**src/rtl/seq_pkg.sv**
```systemverilog
// seq_pkg: types and constants shared by the serial sequence datapath.
//   seq_state_e  - transmitter FSM state encoding (2-bit)
//   DEF_*        - default geometry of the pattern transmitter
//   PAT_1011     - reference pattern, also used by the detector benches
package seq_pkg;

  localparam int unsigned DEF_MAX_LEN = 8;
  localparam int unsigned DEF_REP_W   = 4;
  localparam int unsigned DEF_GAP_W   = 4;

  localparam logic [3:0] PAT_1011 = 4'b1011;

  typedef enum logic [1:0] {
    ST_IDLE  = 2'd0,
    ST_SHIFT = 2'd1,
    ST_GAP   = 2'd2,
    ST_DONE  = 2'd3
  } seq_state_e;

endpackage

```
**src/rtl/seq_down_counter.sv**
```systemverilog
// seq_down_counter: loadable down counter that saturates at zero.
//   clk, reset  - clock, synchronous active-high reset (clears count)
//   load        - load load_val (takes priority over dec)
//   load_val    - value to load
//   dec         - decrement by one when non-zero
//   count       - current value
//   zero        - count == 0
module seq_down_counter #(
  parameter int W = 4
) (
  input  logic         clk,
  input  logic         reset,
  input  logic         load,
  input  logic [W-1:0] load_val,
  input  logic         dec,
  output logic [W-1:0] count,
  output logic         zero
);

  logic [W-1:0] count_r;

  // Counter register: load wins over decrement, never wraps below zero.
  always_ff @(posedge clk) begin
    if (reset) begin
      count_r <= '0;
    end else if (load) begin
      count_r <= load_val;
    end else if (dec && (count_r != '0)) begin
      count_r <= count_r - W'(1);
    end else begin
      count_r <= count_r;
    end
  end

  assign count = count_r;
  assign zero  = (count_r == '0);

endmodule

```
**src/rtl/seq_pattern_tx.sv**
```systemverilog
// seq_pattern_tx: serial pattern transmitter, MSB-first, with repeats and
// idle gaps between repetitions.
//   clk, reset      - clock, synchronous active-high reset
//   pat_data        - pattern, bit L-1 sent first
//   pat_len         - pattern length L (0 or >MAX_LEN means MAX_LEN)
//   pat_repeat      - extra repetitions R (R+1 emissions total)
//   pat_gap         - idle cycles G between repetitions
//   pat_valid       - request valid; pat_ready - request can be taken
//   out_bit         - serial data (0 when out_valid is low)
//   out_valid       - out_bit carries a pattern bit
//   busy            - any state but IDLE
//   done            - one-cycle pulse after the final bit
module seq_pattern_tx
  import seq_pkg::*;
#(
  parameter int MAX_LEN = DEF_MAX_LEN,
  parameter int REP_W   = DEF_REP_W,
  parameter int GAP_W   = DEF_GAP_W,
  localparam int LEN_W  = $clog2(MAX_LEN + 1),
  localparam int IDX_W  = $clog2(MAX_LEN)
) (
  input  logic               clk,
  input  logic               reset,
  input  logic [MAX_LEN-1:0] pat_data,
  input  logic [LEN_W-1:0]   pat_len,
  input  logic [REP_W-1:0]   pat_repeat,
  input  logic [GAP_W-1:0]   pat_gap,
  input  logic               pat_valid,
  output logic               pat_ready,
  output logic               out_bit,
  output logic               out_valid,
  output logic               busy,
  output logic               done
);

  seq_state_e state_r, state_s;

  logic [MAX_LEN-1:0] data_r;
  logic [LEN_W-1:0]   len_r;
  logic [GAP_W-1:0]   gap_r;

  logic [LEN_W-1:0]   clamped_len_s;
  logic               accept_s;

  logic               idx_load_s, idx_dec_s, idx_zero_s;
  logic [IDX_W-1:0]   idx_load_val_s, idx_cnt_s;
  logic               rep_load_s, rep_dec_s, rep_zero_s;
  logic [REP_W-1:0]   rep_cnt_s;
  logic               gap_load_s, gap_dec_s, gap_zero_s;
  logic [GAP_W-1:0]   gap_load_val_s, gap_cnt_s;

  assign accept_s = pat_valid && (state_r == ST_IDLE);

  // Length clamping: zero or oversize lengths mean a full-width pattern.
  always_comb begin
    clamped_len_s = pat_len;
    if ((pat_len == LEN_W'(0)) || (pat_len > LEN_W'(MAX_LEN))) begin
      clamped_len_s = LEN_W'(MAX_LEN);
    end else begin
      clamped_len_s = pat_len;
    end
  end

  // State register.
  always_ff @(posedge clk) begin
    if (reset) begin
      state_r <= ST_IDLE;
    end else begin
      state_r <= state_s;
    end
  end

  // Request capture: inputs are only looked at on the accept edge.
  always_ff @(posedge clk) begin
    if (reset) begin
      data_r <= '0;
      len_r  <= '0;
      gap_r  <= '0;
    end else if (accept_s) begin
      data_r <= pat_data;
      len_r  <= clamped_len_s;
      gap_r  <= pat_gap;
    end else begin
      data_r <= data_r;
      len_r  <= len_r;
      gap_r  <= gap_r;
    end
  end

  // Next-state and counter control.
  always_comb begin
    state_s        = state_r;
    idx_load_s     = 1'b0;
    idx_load_val_s = IDX_W'(len_r - LEN_W'(1));
    idx_dec_s      = 1'b0;
    rep_load_s     = 1'b0;
    rep_dec_s      = 1'b0;
    gap_load_s     = 1'b0;
    gap_load_val_s = gap_r - GAP_W'(1);
    gap_dec_s      = 1'b0;
    case (state_r)
      ST_IDLE: begin
        if (pat_valid) begin
          state_s        = ST_SHIFT;
          idx_load_s     = 1'b1;
          idx_load_val_s = IDX_W'(clamped_len_s - LEN_W'(1));
          rep_load_s     = 1'b1;
        end else begin
          state_s = ST_IDLE;
        end
      end
      ST_SHIFT: begin
        if (!idx_zero_s) begin
          idx_dec_s = 1'b1;
        end else if (rep_zero_s) begin
          state_s = ST_DONE;
        end else begin
          rep_dec_s = 1'b1;
          if (gap_r != GAP_W'(0)) begin
            state_s    = ST_GAP;
            gap_load_s = 1'b1;
          end else begin
            // Back-to-back emission: reload the index without a bubble.
            idx_load_s = 1'b1;
          end
        end
      end
      ST_GAP: begin
        if (gap_zero_s) begin
          state_s    = ST_SHIFT;
          idx_load_s = 1'b1;
        end else begin
          gap_dec_s = 1'b1;
        end
      end
      ST_DONE: begin
        state_s = ST_IDLE;
      end
      default: begin
        state_s = ST_IDLE;
      end
    endcase
  end

  seq_down_counter #(.W(IDX_W)) u_idx_cnt (
    .clk      (clk),
    .reset    (reset),
    .load     (idx_load_s),
    .load_val (idx_load_val_s),
    .dec      (idx_dec_s),
    .count    (idx_cnt_s),
    .zero     (idx_zero_s)
  );

  seq_down_counter #(.W(REP_W)) u_rep_cnt (
    .clk      (clk),
    .reset    (reset),
    .load     (rep_load_s),
    .load_val (pat_repeat),
    .dec      (rep_dec_s),
    .count    (rep_cnt_s),
    .zero     (rep_zero_s)
  );

  seq_down_counter #(.W(GAP_W)) u_gap_cnt (
    .clk      (clk),
    .reset    (reset),
    .load     (gap_load_s),
    .load_val (gap_load_val_s),
    .dec      (gap_dec_s),
    .count    (gap_cnt_s),
    .zero     (gap_zero_s)
  );

  // Outputs are pure decodes of registered state and counters.
  assign pat_ready = (state_r == ST_IDLE);
  assign busy      = (state_r != ST_IDLE);
  assign done      = (state_r == ST_DONE);
  assign out_valid = (state_r == ST_SHIFT);
  assign out_bit   = out_valid & data_r[idx_cnt_s];

  logic unused_s;
  assign unused_s = ^{rep_cnt_s, gap_cnt_s};

endmodule

```
**config.mk**
```make
export PLATFORM = sky130hd
export DESIGN_NAME = seq_pattern_tx
export DESIGN_NICKNAME = d
export VERILOG_FILES = /design/src/rtl/seq_pkg.sv /design/src/rtl/seq_down_counter.sv /design/src/rtl/seq_pattern_tx.sv
export SDC_FILE = /design/constraint.sdc
export NUM_CORES = 1
export LEC_CHECK = 0
export CAP_MARGIN = 40
export CELL_PAD_IN_SITES_DETAIL_PLACEMENT = 1
export CELL_PAD_IN_SITES_GLOBAL_PLACEMENT = 1
export CORE_ASPECT_RATIO = 1.4
export CORE_MARGIN = 2
export CORE_UTILIZATION = 25
export DETAILED_ROUTE_END_ITERATION = 10
export PLACE_DENSITY = 0.59
export SLEW_MARGIN = 10
export SYNTH_ARGS = -nofsm -noshare
export SYNTH_HDL_FRONTEND = slang
export SYNTH_SLANG_ARGS = --single-unit
```
**constraint.sdc**
```tcl
create_clock -name clk -period 3.6 [get_ports clk]
set_clock_uncertainty 0.1 [all_clocks]
set_input_delay 0.72 -clock clk [delete_from_list [all_inputs] [get_ports clk]]
set_output_delay 0.72 -clock clk [all_outputs]
set_load 0.01 [all_outputs]
```
==> reports/summary.txt <==
Final nets: 240
clock root cell: clkbuf_8
Fin Setup TNS: 0 ns
routed vias/inst: 4.95
measured slew at the worst slew-check pin: 0.729 ns
cts hold-fix bufs: 0
post-CTS resize count: 0
Crit Path Max Fanout: 3
clock buffer count from CTS: 3
Hold Slack: 0.358 ns
CP arrival: 1.89 ns
first-pass iteration count of the detailed router: 4
Final Setup Violations: 0
endpoints failing hold: 0
io pins: 28
CP max stage cell: mux4_2
reported max-cap violation count: 0
clk buf depth: 2
Die W: 70.6 um
Power Dens Cells: 579 nW/um^2
Synth cell types: 46
sequential share of power: 0.378
Crit path largest cell delay: 0.52 ns
post-layout instance area: 1930 um^2
syn nets: 217
switching power: 0.397 mW
Synth Warn #: 0
status: complete, no violations
critical path required time: 2.78 ns
Area contributors post-synth: dfxtp_1 36%, nand2_1 7.7%, a21oi_1 7.1%
cell family with most CP delay: multiplexers
number of antenna violations at the first check in global routing: 0
clock power share: 0.227
# rows: 33
Seq/Total Area, Yosys: 0.362
Die H: 97.2 um
area share of the largest cell type after synthesis: 0.362
die footprint: 6860 um^2
placed cell area: 1860 um^2
post-synth top area cell: dfxtp_1
VDD IR max: 0.000189 V
1st-iter DRT viols: 36
Static Leak: 0.709 nW
Fillers: 748
DP HPWL: 2990 um
largest net degree at the start of global routing: 26
total track usage: 0.123
slew margin rel.: 0.509
Tot Pwr: 1.12 mW
Sw Share: 0.354
post-layout util: 0.325
clock sinks: 28
Pins Over Slew Limit: 0
Post-CTS Setup Bufs: 0
P&R area growth vs syn: 24.7%
vias: 1385
Avg Inst Size Synth: 8.25 um^2
crit end category: primary output
HP Class: reg2reg
#FFs+latches synth: 28
Tmin final: 2.71 ns
Worst-Skew Late Latency: 0.28 ns
routed wire length: 4020 um
H-tree depth: 1
routability cong.: 0.738
Initial Utilization: 0.261
Final ANT Viol Nets: 0
Diodes inserted: 0
vias in the first global route: 1469
crit-path cells: mux4_2 -> mux2i_1 -> nor2_1 -> clkdlybuf4s50_1
per-cell routed wire length: 14.4 um
Syn Inst Count: 188
grt ovf: 0
CTS tree: built
Worst-path clk slew: 0.10 ns
most frequent cells in the layout: 32 x nand2_1, 28 x dfxtp_1, 27 x clkdlybuf4s50_1
crit start category: flop
placeable core area: 5950 um^2
Buf/Inv on CP: 1
most common cell after layout, fill and taps aside: nand2_1
combinational share of power: 0.396
critical path class: reg2out
first-pass GRT wire length: 6840 um
Pint: 0.722 mW
Synth Cell Area: 1550 um^2
RSZ-0062 raised after global routing: false
layout cells sized above 1: 0.0810
DRC: 0
port bufs: 27
Final period util: 0.752
top achievable clock speed: 369 MHz
[cells in the mapped netlist (all sizes together)]
cell     instances
nor2            11
xor2             5
nor3b            1
a21o             2
nor2b            1
a311oi           2
a2bb2oi          1
or4              1
buf              5
and3             2
or2b             1
nor3             1
inv              9
or2              3
o211ai           2
a21boi           1
nor4b            1
mux2i            1
a21oi           22
or4b             1
mux2             1
o21a             1
ha               6
nand4            1
a22oi            2
nand3            7
and2             2
clkbuf           6
and4bb           1
o22ai            3
a31o             1
nand2b           6
a211oi           6
nand2           32
dfxtp           28
or3b             2
xnor2            4
o21ai            2
nor4             2
mux4             2
[power groups by stage]
stage / Sequential [mW] / Clock [mW] / Combinational (mW)
floorplan: 0.402 / 0 / 0.340
global placement: 0.431 / 0 / 0.441
detailed placement: 0.430 / 0 / 0.447
CTS: 0.424 / 0.261 / 0.450
global route: 0.434 / 0.273 / 0.495
finish: 0.423 / 0.254 / 0.443
[layout make-up]
cell class	instances	area, um^2	share of cell area
Inverter	9	33.8	0.0175
Sequential cell	28	561	0.290
Clock buffer	3	41.3	0.0214
Multi-Input combinational cell	140	895	0.463
Clock inverter	1	30.0	0.0155
Timing Repair Buffer	29	285	0.148
Tap cell	70	87.6	0.0453
[cells by family (layout without fill, tap and decap cells)]
group / after synthesis / after routing / share of synthesized area
compound gates: 45 / 45 / 0.180
xor+xnor: 9 / 9 / 0.0508
fa+ha+maj: 6 / 6 / 0.0484
buf+inv: 20 / 42 / 0.0613
flops: 28 / 28 / 0.362
mux: 4 / 4 / 0.0428
simple gates: 76 / 76 / 0.255
[per-layer routing]
metal | GRT usage | vias up | wire [um]
li1 | - | 695 | -
met1 | 0.142 | 666 | 1750
met2 | 0.230 | 22 | 2150
met3 | 0.0156 | 2 | 83
met4 | 0.0348 | 0 | 49
met5 | 0 | - | 0
[tightest hold or removal path, stage by stage (launching register included)]
cell	delay (ns)
dfxtp_1	0.32
nand2_1	0.05
a21oi_1	0.05
[stage by stage]
stage          std cells  worst slack, ns
4_1_cts              280            0.865
3_3_place_gp         276             1.01
6_report             280            0.893
2_1_floorplan        188             1.18
5_1_grt              280            0.749
3_5_place_dp         276            0.951
[sequential cells by signal, summed over array words and instances, names as in the netlist]
register / cells
data_r: 8
gap_r: 4
len_r: 3
state_r: 2
u_gap_cnt.count: 4
u_idx_cnt.count: 3
u_rep_cnt.count: 4
[path summary, 6_finish.rpt]
check	startpoint	end	slack (ns)	depth (start not counted)
max	u_idx_cnt.count[0]	out_bit	0.89	4
min	data_r[2]	data_r[2]	0.36	2
max reg2reg	u_rep_cnt.count[0]	u_gap_cnt.count[2]	0.98	9
min reg2reg	data_r[2]	data_r[2]	0.36	2
Note: power is estimated with default switching activity, not from simulation.
